`config.mk`:
```
export PLATFORM = sky130hd
export DESIGN_NAME = mcycle_unit
export DESIGN_NICKNAME = d
export VERILOG_FILES = /design/src/rtl/mcycle_unit.sv
export SDC_FILE = /design/constraint.sdc
export NUM_CORES = 1
export LEC_CHECK = 0
export CORE_UTILIZATION = 35
export DETAILED_ROUTE_END_ITERATION = 7
export PLACE_DENSITY_LB_ADDON = 0.05
export SLEW_MARGIN = 0
export SYNTH_ARGS = -nofsm -noshare
export SYNTH_HDL_FRONTEND = slang
export SYNTH_SLANG_ARGS = --single-unit
```
`constraint.sdc`:
```
create_clock -name CLK -period 5.5 [get_ports CLK]
set_input_delay 1.1 -clock CLK [delete_from_list [all_inputs] [get_ports CLK]]
set_output_delay 1.1 -clock CLK [all_outputs]
set_load 0.01 [all_outputs]
```
`src/rtl/mcycle_unit.sv`:
```
// Iterative multiply/divide unit: shift-add multiply and restoring divide,
// one bit per clock over WIDTH cycles, with Busy/Done handshake to the decoder.
module mcycle_unit #(
    parameter int WIDTH = 32
) (
    input  logic             CLK,
    input  logic             RESET,
    input  logic             Start,
    input  logic [1:0]       MCycleOp,
    input  logic [WIDTH-1:0] Operand1,
    input  logic [WIDTH-1:0] Operand2,
    output logic [WIDTH-1:0] Result1,
    output logic [WIDTH-1:0] Result2,
    output logic             Busy,
    output logic             Done
);

    localparam int CW = (WIDTH > 1) ? $clog2(WIDTH) : 1;
    localparam logic [CW-1:0] LAST = CW'(WIDTH - 1);

    typedef enum logic [1:0] {IDLE, COMP, DONE} state_t;

    state_t           state;
    logic [1:0]       op;
    logic [CW-1:0]    count;
    logic [WIDTH-1:0] a_reg;
    logic [WIDTH-1:0] hi;
    logic [WIDTH-1:0] lo;
    logic             sign1;
    logic             sign2;
    logic             div_zero;

    logic             in_signed;
    logic             in_sign1;
    logic             in_sign2;
    logic [WIDTH-1:0] abs1;
    logic [WIDTH-1:0] abs2;

    logic [WIDTH:0]     sum;
    logic [WIDTH:0]     trial;
    logic [WIDTH-1:0]   next_hi;
    logic [WIDTH-1:0]   next_lo;
    logic [2*WIDTH-1:0] prod;
    logic [WIDTH-1:0]   fin1;
    logic [WIDTH-1:0]   fin2;

    // The most negative value maps onto itself, which reads correctly as unsigned 2^(WIDTH-1).
    always_comb begin
        in_signed = ~MCycleOp[0];
        in_sign1  = in_signed & Operand1[WIDTH-1];
        in_sign2  = in_signed & Operand2[WIDTH-1];
        abs1      = in_sign1 ? -Operand1 : Operand1;
        abs2      = in_sign2 ? -Operand2 : Operand2;
    end

    // hi:lo is the product accumulator for multiply and remainder:quotient for divide.
    always_comb begin
        sum     = '0;
        trial   = '0;
        next_hi = hi;
        next_lo = lo;
        if (!op[1]) begin
            sum     = {1'b0, hi} + (lo[0] ? {1'b0, a_reg} : '0);
            next_hi = sum[WIDTH:1];
            next_lo = {sum[0], lo[WIDTH-1:1]};
        end else begin
            trial = {hi, lo[WIDTH-1]};
            if (trial >= {1'b0, a_reg}) begin
                next_hi = trial[WIDTH-1:0] - a_reg;
                next_lo = {lo[WIDTH-2:0], 1'b1};
            end else begin
                next_hi = trial[WIDTH-1:0];
                next_lo = {lo[WIDTH-2:0], 1'b0};
            end
        end
    end

    // Sign correction applied to the value produced by the final iteration.
    always_comb begin
        prod = {next_hi, next_lo};
        fin1 = '0;
        fin2 = '0;
        if (!op[1]) begin
            if (sign1 ^ sign2)
                prod = -prod;
            fin1 = prod[WIDTH-1:0];
            fin2 = prod[2*WIDTH-1:WIDTH];
        end else begin
            if (div_zero)
                fin1 = '1;
            else if (sign1 ^ sign2)
                fin1 = -next_lo;
            else
                fin1 = next_lo;
            fin2 = sign1 ? -next_hi : next_hi;
        end
    end

    always_ff @(posedge CLK) begin
        if (RESET) begin
            state    <= IDLE;
            op       <= '0;
            count    <= '0;
            a_reg    <= '0;
            hi       <= '0;
            lo       <= '0;
            sign1    <= 1'b0;
            sign2    <= 1'b0;
            div_zero <= 1'b0;
            Result1  <= '0;
            Result2  <= '0;
            Busy     <= 1'b0;
            Done     <= 1'b0;
        end else begin
            case (state)
                IDLE, DONE: begin
                    Done <= 1'b0;
                    if (Start) begin
                        op       <= MCycleOp;
                        count    <= '0;
                        hi       <= '0;
                        a_reg    <= MCycleOp[1] ? abs2 : abs1;
                        lo       <= MCycleOp[1] ? abs1 : abs2;
                        sign1    <= in_sign1;
                        sign2    <= in_sign2;
                        div_zero <= (Operand2 == '0);
                        Busy     <= 1'b1;
                        state    <= COMP;
                    end else begin
                        state <= IDLE;
                    end
                end
                COMP: begin
                    count <= count + 1'b1;
                    hi    <= next_hi;
                    lo    <= next_lo;
                    if (count == LAST) begin
                        Result1 <= fin1;
                        Result2 <= fin2;
                        Busy    <= 1'b0;
                        Done    <= 1'b1;
                        state   <= DONE;
                    end
                end
                default: state <= IDLE;
            endcase
        end
    end

endmodule

```
# Word level (Yosys, flattened, before mapping)
# Cells that the tools add are included.
# totals
reg_bits,174
output_inout_bits,66
wordCells,69
# classes
add_sub_neg,8
n_lt_le_gt_ge,1
eq_ne,5
mux,29
bitwise,4
n_reduce_logical,9
# op_table
op,n
32-bit two-way mux,15
32-bit negator,4
32-bit case mux with 2 select lines,2
64-bit two-way mux,1
64-bit negator,1
32-bit by 32-bit adder with 33-bit output,1
33-bit by 32-bit >= comparator with 1-bit output,1
32-bit logical NOT,1
32-bit subtractor,1
5-bit case mux with 2 select lines,1
2-bit AND reduction,4
5-bit by 1-bit adder with 5-bit output (second input constant),1
5-bit == test (second input constant),1
1-bit two-way mux,5
5-bit two-way mux,1
2-bit inequality test (second input constant),2
1-bit case mux with 2 select lines,2
2-bit case mux with 2 select lines,1
3-bit AND reduction,1
1-bit bitwise AND,2
2-bit by 1-bit == test with 1-bit output (second input constant),1
2-bit == test (second input constant),1
2-bit logical NOT,1
2-bit two-way mux,1
4 further kinds,4

# Logic depth before layout (Yosys ltp)
# Gate-level depths: netlist of the first run.
# logic_depth
depth_word,7
ltp_mapped,24

# Worst setup path after synthesis of the first run
# No wires, ideal clock.
# synth_path
path_type,register -> register
start,reg a_reg[6]
end,reg Result2[26]
setup_ns,0.133
t_arrival_ns,4.878
setup_slack_ns,0.489
path_stages_with_launch,24
n_path_buf,2
synth_period_minus_slack_ns,5.011
cell_sequence,dfxtp_1 inv_1 ha_1 buf_6 a21o_1 a221oi_4 o221ai_2 o211a_4 buf_6 nor3_1 nor2_1 inv_1 ha_1 o21ai_0 or3_1 nor4b_1 nand3_1 a21oi_1 a21oi_1 nor2_1 nand2_1 or4b_1 a21oi_1 nor4_1
# synth_between
elab_chain_cells,6
elab_cells_between_ends,13
classes_between,add/sub (4); order compare (1); mux (8)
# synth_lines
element,line_no,rtl
"start, declared",26,logic [WIDTH-1:0] a_reg;
"start signal, assigned",122,a_reg <= MCycleOp[1] ? abs2 : abs1;
32-bit two-way mux (tied with other cells),63,"sum = {1'b0, hi} + (lo[0] ? {1'b0, a_reg} : '0);"
32-bit by 32-bit adder with 33-bit output (tied with other cells),63,
32-bit two-way mux,62,if (!op[1]) begin
64-bit negator / 32-bit negator (equally long branches),"85, 95",
64-bit two-way mux / 32-bit two-way mux (equally long branches),"84, 95",
32-bit two-way mux (*),83,if (!op[1]) begin
"end signal, assigned",139,Result2 <= fin2;
"end, declared",13,"output logic [WIDTH-1:0] Result2,"
# Every way passes the cells marked *; elsewhere a longest branch is shown, timed or not.
# A chain may end at the register's enable or synchronous reset.

# Worst setup path after layout of the first run
# layout_path
start,reg a_reg[20]
end,reg Result2[27]
# The elaborated chain is that of the path after synthesis.

==> results of run 1 <==
[report_power, final]
group / internal [mW] / switching, mW
combinational: 0.633 / 1.08
sequential: 1.30 / 0.0567
clock: 0.638 / 0.611
[layer usage]
| layer | vias to the layer above | GRT usage |
|---|---|---|
| li1 | 8169 | - |
| met1 | 8273 | 0.373 |
| met2 | 526 | 0.516 |
| met3 | 119 | 0.0371 |
| met4 | 2 | 0.135 |
| met5 | - | 0 |
[per-stage QoR]
stage	instances	utilization	hold slack (ns)
after CTS	2910	0.433	0.460
after global routing	2910	0.433	0.474
final	2910	0.433	0.454
after global placement	2879	0.420	0.446
after floorplan	2144	-	0.440
after detailed placement	2879	0.420	0.448
[cell type report]
type | instances | area [µm²] | area share
multi-input cells | 1757 | 11300 | 0.598
flip-flops and latches | 173 | 3470 | 0.184
repair buffers | 296 | 2550 | 0.135
well taps | 585 | 732 | 0.0389
clock buffers | 17 | 425 | 0.0226
inverters | 68 | 255 | 0.0136
clock inverters | 14 | 145 | 0.00771
[how the worst max path moves through the flow]
| stage | startpoint | slack (ns) | endpoint | cells after the start |
|---|---|---|---|---|
| global route | a_reg[23] | 0.01 | Result2[30] | 20 |
| detailed placement | a_reg[4] | 0.30 | Result2[26] | 21 |
| global placement | a_reg[4] | 0.42 | Result2[26] | 21 |
| floorplan | a_reg[6] | 0.49 | Result2[26] | 23 |
| CTS | a_reg[7] | 0.29 | Result2[26] | 21 |
| finish | a_reg[20] | 0.30 | Result2[27] | 18 |
[cell usage in the layout (no fill, tap or decap), drive strengths merged, types with 39 or more instances in the layout]
cell type	Yosys	final
nor2	266	266
a21oi	229	229
nand2	188	188
dfxtp	173	173
buf	40	164
o21ai	134	134
clkdlybuf4s50	0	132
xor2	77	77
inv	68	77
xnor2	76	76
ha	70	70
a211oi	62	62
nor3	56	56
o211ai	49	49
a22oi	41	41
and2	39	39
[tightest hold or removal path: cells and delay by family, from the launching register on]
family / cells / cell delay [ns]
AOI/OAI and AO/OA: 1 / 0.05
DFF: 1 / 0.31
and+or+nand+nor: 1 / 0.05
[cells by family after synthesis]
group	Yosys count
DFF	173
AOI/OAI and AO/OA	717
muxes	53
buffers and inverters	214
and+or+nand+nor	762
adders and majority gates	72
xor gates and xnor gates	153
==> qor.txt, run 1 <==
Compound-cell area share of the yosys netlist = 0.306
Post-Layout Inst Area = 18800 µm²
Unrepaired setup endpoints after global routing = false
Avg Inst Size Synth = 7.25 µm²
Slew Limit Fails = 0
Flop2flop setup slack = 0.30 ns
Setup WS pre-CTS = 0.304 ns
1st-iter DRT viols = 1322
Dpl hpwl = 53500 µm
Die width = 213 µm
Worst path required time = 5.82 ns
CTS hold repair buffers = 0
Synthesis-to-layout area growth = 21.2%
Synth Cell Area = 15500 µm²
Worst Hold Class = flip-flop to flip-flop
Layout Nets = 2454
Post-CTS setup buffers = 0
Drt drc = 0
Static Leakage = 7.35 nW
Worst VDD drop = 0.217 mV
Xor/xnor cell area share of the yosys netlist = 0.0862
Count of final hold-check violations = 0
Worst-Skew Late Latency = 0.48 ns
CP peak stage delay = 0.88 ns
Delay-heaviest family, CP = simple AND/OR/NAND/NOR gates
Tmin final = 5.20 ns
Crit-path cells = inv_1, ha_1, a21oi_1, o21ai_0, a22oi_1, nand3_1, buf_4, buf_4, nor2_1, o211ai_1, or2_2, nor4_2, buf_4, nand2b_1, o31ai_1, buf_4, xnor2_1, a211oi_2
Initial core utilization = 0.358
CP Capture Type = flip-flop
Min-delay src = Result2[19]
Sink Count = 173
Antenna viol nets, final = 0
Number of diodes = 0
Final Skew = 0.0172 ns
CTS tree = yes
# resized after CTS = 0
Die height = 213 µm
Worst path most repeated cell = buf_4
Largest family of logic cells by synthesized area = compound AO/OA/AOI/OAI gates
CP max stage cell = nor2_1
Status = finished clean
FFs w/ async S/R, synth = 0
Sequential share of the synthesized area = 0.223
Wire length on met1 = 28900 µm
CTS H-tree lvls = 4
Core box area = 43500 µm²
Total power = 4.32 mW
Rel. slew slack = 0.225
Syn_nets = 2285
Routed vias/inst = 5.87
Yosys warning count = 0
DR WL met2 = 32400 µm
Total GRT Usage = 0.300
Commonest cells post-synth = nor2_1, a21oi_1, nand2_1
# port buffers = 134
Synth Area in Adders = 0.0589
Wire per inst = 23.2 µm
Worst-path clk slew = 0.07 ns
Clk root buf = clkbuf_16
Area leader, netlist = dfxtp_1
Simple-gate share of the synthesized area = 0.234
Total grt overflow = 0
FF-to-FF Start = a_reg[20]
Slew @ Worst Pin = 1.16 ns
First-pass GRT wire length = 102000 µm
Final setup fails = 0
Maxcap violations = 0
Vias in the first global route = 16600
Layout cells sized above 1 = 0.117
Mux share of post-synthesis cell area = 0.0364
Placement row count = 76
Routed via count = 17100
Kind of critical path = flip-flop to flip-flop
CP startpoint kind = flip-flop
Most common cell in the netlist = nor2_1
Fmax = 192 MHz
Tcrit/Tclk final = 0.946
Yosys reg bits = 173
Fillers = 4510
WHS Endpoint = Result2[19]
Slack of the critical path = 0.296 ns
WP buf/inv = 5
Post-synth cell types = 93
Met3 Wirelength = 3190 µm
Largest net degree at the start of global routing = 74
Synthesized instance count = 2144
Die footprint = 45200 µm²
Drt total wl = 67600 µm
Routability Congestion = 0.984
Initial antenna violation count = 2
Placed Area = 18300 µm²
Top_reg_cell synth = dfxtp_1
DR pass1 iterations = 8
Power density cells = 229 nW/µm²
CP Max Fanout = 16
Num ports = 135
Hold depth = 2
Critical R2R Capture = Result2[27]
Synth area leaders = dfxtp_1, a21oi_1, nor2_1
Uppermost layer routed = met5
Setup TNS = 0 ns
Register-to-Register Path Depth = 18
Number of flops mapped to enable cells by yosys = 0
Clock Path Buffers = 2
CTS buffer count = 17
Synth top area share = 0.223
Arr. time, crit path = 5.53 ns
Power figures use the tool's default switching activity.
==> inputs of run 2 (changes only) <==
--- a/config.mk
+++ b/config.mk
@@ -7,8 +7,6 @@
 export LEC_CHECK = 0
 export CORE_UTILIZATION = 35
 export DETAILED_ROUTE_END_ITERATION = 7
-export PLACE_DENSITY_LB_ADDON = 0.05
-export SLEW_MARGIN = 0
 export SYNTH_ARGS = -nofsm -noshare
 export SYNTH_HDL_FRONTEND = slang
 export SYNTH_SLANG_ARGS = --single-unit
==> run 2 against run 1 <==
  * Clock power rose by 4%
  * Register-to-register slack improved by 0.10 ns
  * Design area fell by 2.8%
  * Global-route usage fell by 2.0 points
  * Critical path type unchanged
==> qor.txt, run 2 (synthesis results as in run 1) <==
Status = finished clean
Placement row count = 76 (unchanged)
Sink Count = 173 (unchanged)
Crit-path cells = ha_1, and2_2, a221oi_4, o221ai_2, o211a_4, nor3_4, nor2_1, inv_1, ha_1, o21ai_0, or3_1, nor4b_2, nand3_1, a21oi_1, a21oi_1, nor2_1, nand2_1, or4b_1, a21oi_1, nor4_1
CP Capture Type = flip-flop
Layout cells sized above 1 = 0.0864 (-0.0302)
Post-Layout Inst Area = 18300 µm² (-2.8%)
Routability Congestion = 1.00 (+1.7%)
WP buf/inv = 1 (-4)
Total GRT Usage = 0.281 (-0.0196)
Antenna viol nets, final = 0 (unchanged)
Setup TNS = 0 ns (unchanged)
Worst-path clk slew = 0.08 ns (about the same)
Number of diodes = 0 (unchanged)
Wire per inst = 22.4 µm (-3.7%)
Maxcap violations = 0 (unchanged)
Routed via count = 16900 (-1.3%)
Worst-Skew Late Latency = 0.48 ns (about the same)
Worst path most repeated cell = a21oi_1
Synthesis-to-layout area growth = 17.9%
Unrepaired setup endpoints after global routing = false
Core box area = 43500 µm² (unchanged)
Power density cells = 234 nW/µm² (+2.3%)
Worst Hold Class = flip-flop to flip-flop
CTS tree = yes
CTS hold repair buffers = 0 (unchanged)
CTS H-tree lvls = 4 (unchanged)
Die footprint = 45200 µm² (unchanged)
CP Max Fanout = 5 (-11)
Tcrit/Tclk final = 0.927 (-0.0190)
Final Skew = 0.0137 ns (-0.00352 ns)
Die height = 213 µm (unchanged)
Drt total wl = 63300 µm (-6.3%)
Clk root buf = clkbuf_16
Finished Core Util = 0.421 (-0.0120)
Slew @ Worst Pin = 1.24 ns (+0.0769 ns)
Commonest non-fill, non-tap cell in the layout = nor2_1
CP max stage cell = or4b_1
Most frequent cells in the layout = nor2_1, a21oi_1, nand2_1
Static Leakage = 6.98 nW (-5.0%)
Worst path required time = 5.82 ns (about the same)
Worst VDD drop = 0.184 mV (-15%)
Total power = 4.29 mW (-0.55%)
Initial antenna violation count = 1 (-1)
Layout Nets = 2374 (-3.3%)
DR pass1 iterations = 5 (-3)
Count of final hold-check violations = 0 (unchanged)
Delay-heaviest family, CP = simple AND/OR/NAND/NOR gates
CP startpoint kind = flip-flop
Dpl hpwl = 49400 µm (-7.7%)
Routed vias/inst = 5.96 (+1.5%)
Hold Slack = 0.461 ns (+0.00662 ns)
Kind of critical path = flip-flop to flip-flop
Total grt overflow = 0 (unchanged)
Slew Limit Fails = 0 (unchanged)
Initial core utilization = 0.358 (unchanged)
Vias in the first global route = 16200 (-2.9%)
Placed Area = 17700 µm² (-3.3%)
CP peak stage delay = 0.51 ns (-0.37 ns)
Drt drc = 0 (unchanged)
Num ports = 135 (unchanged)
Arr. time, crit path = 5.42 ns (-0.11 ns)
Fmax = 196 MHz (+2.0%)
# port buffers = 134 (unchanged)
Rel. slew slack = 0.173 (-0.0513)
Final setup fails = 0 (unchanged)
Largest net degree at the start of global routing = 75 (+1.4%)
CTS buffer count = 17 (unchanged)
First-pass GRT wire length = 95900 µm (-5.5%)
1st-iter DRT viols = 1352 (+2.3%)
Clock Path Buffers = 2 (unchanged)
Die width = 213 µm (unchanged)
Tmin final = 5.10 ns (-0.104 ns)
[run 2: layout make-up]
cell class              count  area, µm²
clock buffers              17        425
clock inverters            15        195
fillers                  4565      25100
inverters                  68        255
multi-input cells        1757      11300
flip-flops and latches    173       3470
well taps                 585        732
repair buffers            216       1950
[run 2: worst reg2reg max path, stage by stage, from the launching register on]
cell and delay (ns):
dfxtp_1 0.43, ha_1 0.28, and2_2 0.24, a221oi_4 0.34, o221ai_2 0.25, o211a_4 0.30
nor3_4 0.24, nor2_1 0.11, inv_1 0.09, ha_1 0.16, o21ai_0 0.16, or3_1 0.45
nor4b_2 0.37, nand3_1 0.12, a21oi_1 0.26, a21oi_1 0.07, nor2_1 0.20, nand2_1 0.10
or4b_1 0.51, a21oi_1 0.15, nor4_1 0.09
[run 2: worst paths after layout]
path / startpoint / to / slack [ns] / depth (start not counted)
max reg2reg: hi[7] / Result2[26] / 0.40 / 20
min: Result2[2] / Result2[2] / 0.46 / 2
max: hi[7] / Result2[26] / 0.40 / 20
min reg2reg: Result2[2] / Result2[2] / 0.46 / 2
[run 2: report_power, final]
group / switching [mW] / internal (mW)
registers: 0.0582 / 1.30
clock network: 0.641 / 0.658
logic: 1.06 / 0.580
total: 1.76 / 2.54
[run 2: per-layer routing]
layer  wire length, µm  track usage  vias to the layer above
li1                  -            -                     8018
met1             26300        0.347                     8075
met2             29800        0.469                      609
met3              3740       0.0412                      164
met4              3440        0.152                        2
met5                10            0                        -
[run 2: metrics by stage]
stage / std cells / setup WS, ns
2_1_floorplan: 2144 / 0.489
3_3_place_gp: 2799 / 0.165
3_5_place_dp: 2799 / 0.116
4_1_cts: 2831 / 0.0202
5_1_grt: 2831 / 0.00285
6_report: 2831 / 0.401
[run 2: repair_timing]
item,CTS,global route
endpoints found under the setup margin,0,12
gates resized for setup,0,7
setup buffers,0,0
endpoints found under the hold margin,0,0
==> inputs of run 3 (changes only) <==
--- a/config.mk
+++ b/config.mk
@@ -7,6 +7,7 @@
 export LEC_CHECK = 0
 export CORE_UTILIZATION = 35
 export DETAILED_ROUTE_END_ITERATION = 7
+export PLACE_DENSITY = 0.59
 export SYNTH_ARGS = -nofsm -noshare
 export SYNTH_HDL_FRONTEND = slang
 export SYNTH_SLANG_ARGS = --single-unit
==> run 3 against run 2 <==
  * Fmax is 0.71% lower
  * Clock power about the same
  * Die area is the same
  * Global-route usage shrank 0.25 points
  * Non-clock buffer count shrank 1
  * Worst setup slack worse by 0.036 ns
  * First-iteration DRC count is 8.4% higher
  * Via count decreased by 0.22%
==> qor.txt, run 3 (synthesis results as in run 1) <==
Worst VDD drop = 0.174 mV (-5.7%)
Total grt overflow = 0 (unchanged)
Routed vias/inst = 5.95 (-0.22%)
Total power = 4.29 mW (about the same)
CP Capture Type = flip-flop
Die width = 213 µm (unchanged)
Count of final hold-check violations = 0 (unchanged)
Final setup fails = 0 (unchanged)
Initial antenna violation count = 0 (-1)
Routability Congestion = 1.02 (+1.9%)
Synthesis-to-layout area growth = 17.6%
1st-iter DRT viols = 1466 (+8.4%)
Routed via count = 16800 (-0.22%)
Layout Nets = 2373 (-0.042%)
Tcrit/Tclk final = 0.934 (+0.00661)
Kind of critical path = flip-flop to flip-flop
Antenna viol nets, final = 0 (unchanged)
Crit-path cells = ha_1, a21o_1, a221oi_4, o221ai_2, o211a_4, nor3_2, nor2_1, inv_1, ha_1, o21ai_0, or3_1, nor4b_2, nand3_1, a21oi_1, a21oi_1, nor2_1, nand2_1, or4b_1, a21oi_1, nor4_1
# resized after CTS = 0 (unchanged)
CP peak stage delay = 0.51 ns (about the same)
Slack of the critical path = 0.364 ns (-0.0364 ns)
Wire per inst = 22.2 µm (-0.53%)
Power density cells = 235 nW/µm² (+0.19%)
Vias in the first global route = 16100 (-0.37%)
Slew @ Worst Pin = 1.16 ns (-0.0785 ns)
CTS H-tree lvls = 4 (unchanged)
Die footprint = 45200 µm² (unchanged)
Setup WS pre-CTS = 0.179 ns (+0.0629 ns)
Maxcap violations = 0 (unchanged)
Most frequent cells in the layout = nor2_1, a21oi_1, nand2_1
CP startpoint kind = flip-flop
DR pass1 iterations = 5 (unchanged)
Initial core utilization = 0.358 (unchanged)
Fmax = 195 MHz (-0.71%)
Unrepaired setup endpoints after global routing = false
Worst-Skew Late Latency = 0.47 ns (about the same)
Total GRT Usage = 0.278 (-0.00255)
Core box area = 43500 µm² (unchanged)
Placement row count = 76 (unchanged)
CP max stage cell = or4b_1
Commonest non-fill, non-tap cell in the layout = nor2_1
Worst Hold Class = flip-flop to flip-flop
# port buffers = 134 (unchanged)
Drt total wl = 63000 µm (-0.53%)
Clock Path Buffers = 2 (unchanged)
Clk root buf = clkbuf_16
Dpl hpwl = 49500 µm (+0.29%)
CP Max Fanout = 5 (unchanged)
Rel. slew slack = 0.222 (+0.0485)
CTS tree = yes
Final Skew = 0.0162 ns (+0.00253 ns)
Post-CTS setup buffers = 0 (unchanged)
Slew Limit Fails = 0 (unchanged)
Sink Count = 173 (unchanged)
Drt drc = 0 (unchanged)
Static Leakage = 6.96 nW (-0.31%)
First-pass GRT wire length = 95000 µm (-0.94%)
Layout cells sized above 1 = 0.0846 (-0.00174)
Largest net degree at the start of global routing = 72 (-4.0%)
Worst path required time = 5.81 ns (about the same)
Status = finished clean
CTS buffer count = 17 (unchanged)
Tmin final = 5.14 ns (+0.0364 ns)
Num ports = 135 (unchanged)
Worst-path clk slew = 0.07 ns (about the same)
Fillers = 4592 (+0.59%)
Setup TNS = 0 ns (unchanged)
Die height = 213 µm (unchanged)
CTS hold repair buffers = 0 (unchanged)
Arr. time, crit path = 5.45 ns (+0.03 ns)
Worst path most repeated cell = a21oi_1
run 3: power by group:
part           internal [mW]  total (mW)  switching, mW
Combinational          0.575        1.63           1.05
Clock                  0.702        1.31          0.604
Sequential              1.30        1.36         0.0590
run 3: metrics by stage:
step,utilization,std cells,cell area [µm²],hold WS [ns]
after floorplan,-,2144,15500,0.440
after global placement,0.406,2798,17600,0.450
after detailed placement,0.406,2798,17600,0.458
after CTS,0.420,2830,18300,0.467
after global routing,0.420,2830,18300,0.482
final,0.420,2831,18300,0.463
run 3: routing by layer:
| layer | GRT usage | vias to the layer above | part of all wire |
|---|---|---|---|
| li1 | - | 8034 | - |
| met1 | 0.339 | 7963 | 0.42 |
| met2 | 0.465 | 673 | 0.47 |
| met3 | 0.0441 | 161 | 0.057 |
| met4 | 0.157 | 0 | 0.055 |
| met5 | 0 | - | 0 |
run 3: worst max-delay path, delay by kind of cell (launching register included):
kind | cells | cell delay (ns)
AO/OA/AOI/OAI | 8 | 1.77
adder cells (fa/ha/maj) | 2 | 0.44
buffers and inverters | 1 | 0.10
flip-flops | 1 | 0.43
AND/OR/NAND/NOR | 9 | 2.24
run 3: cell type report:
cell class,count,area (µm²),share of cell area
Inverter,68,255,0.0140
Timing Repair Buffer,215,1940,0.106
Clock buffer,19,443,0.0242
Antenna cell,1,2.50,0.000137
Multi-Input combinational cell,1757,11300,0.616
Tap cell,585,732,0.0401
Sequential cell,173,3470,0.190
Clock inverter,13,171,0.00938
run 3: path summary, 6_finish.rpt:
kind	from	to	slack (ns)	depth (start not counted)
worst max-delay path	hi[5]	Result2[26]	0.36	20
worst max register to register	hi[5]	Result2[26]	0.36	20
worst min register to register	Result2[19]	Result2[19]	0.46	2
worst min-delay path	Result2[19]	Result2[19]	0.46	2
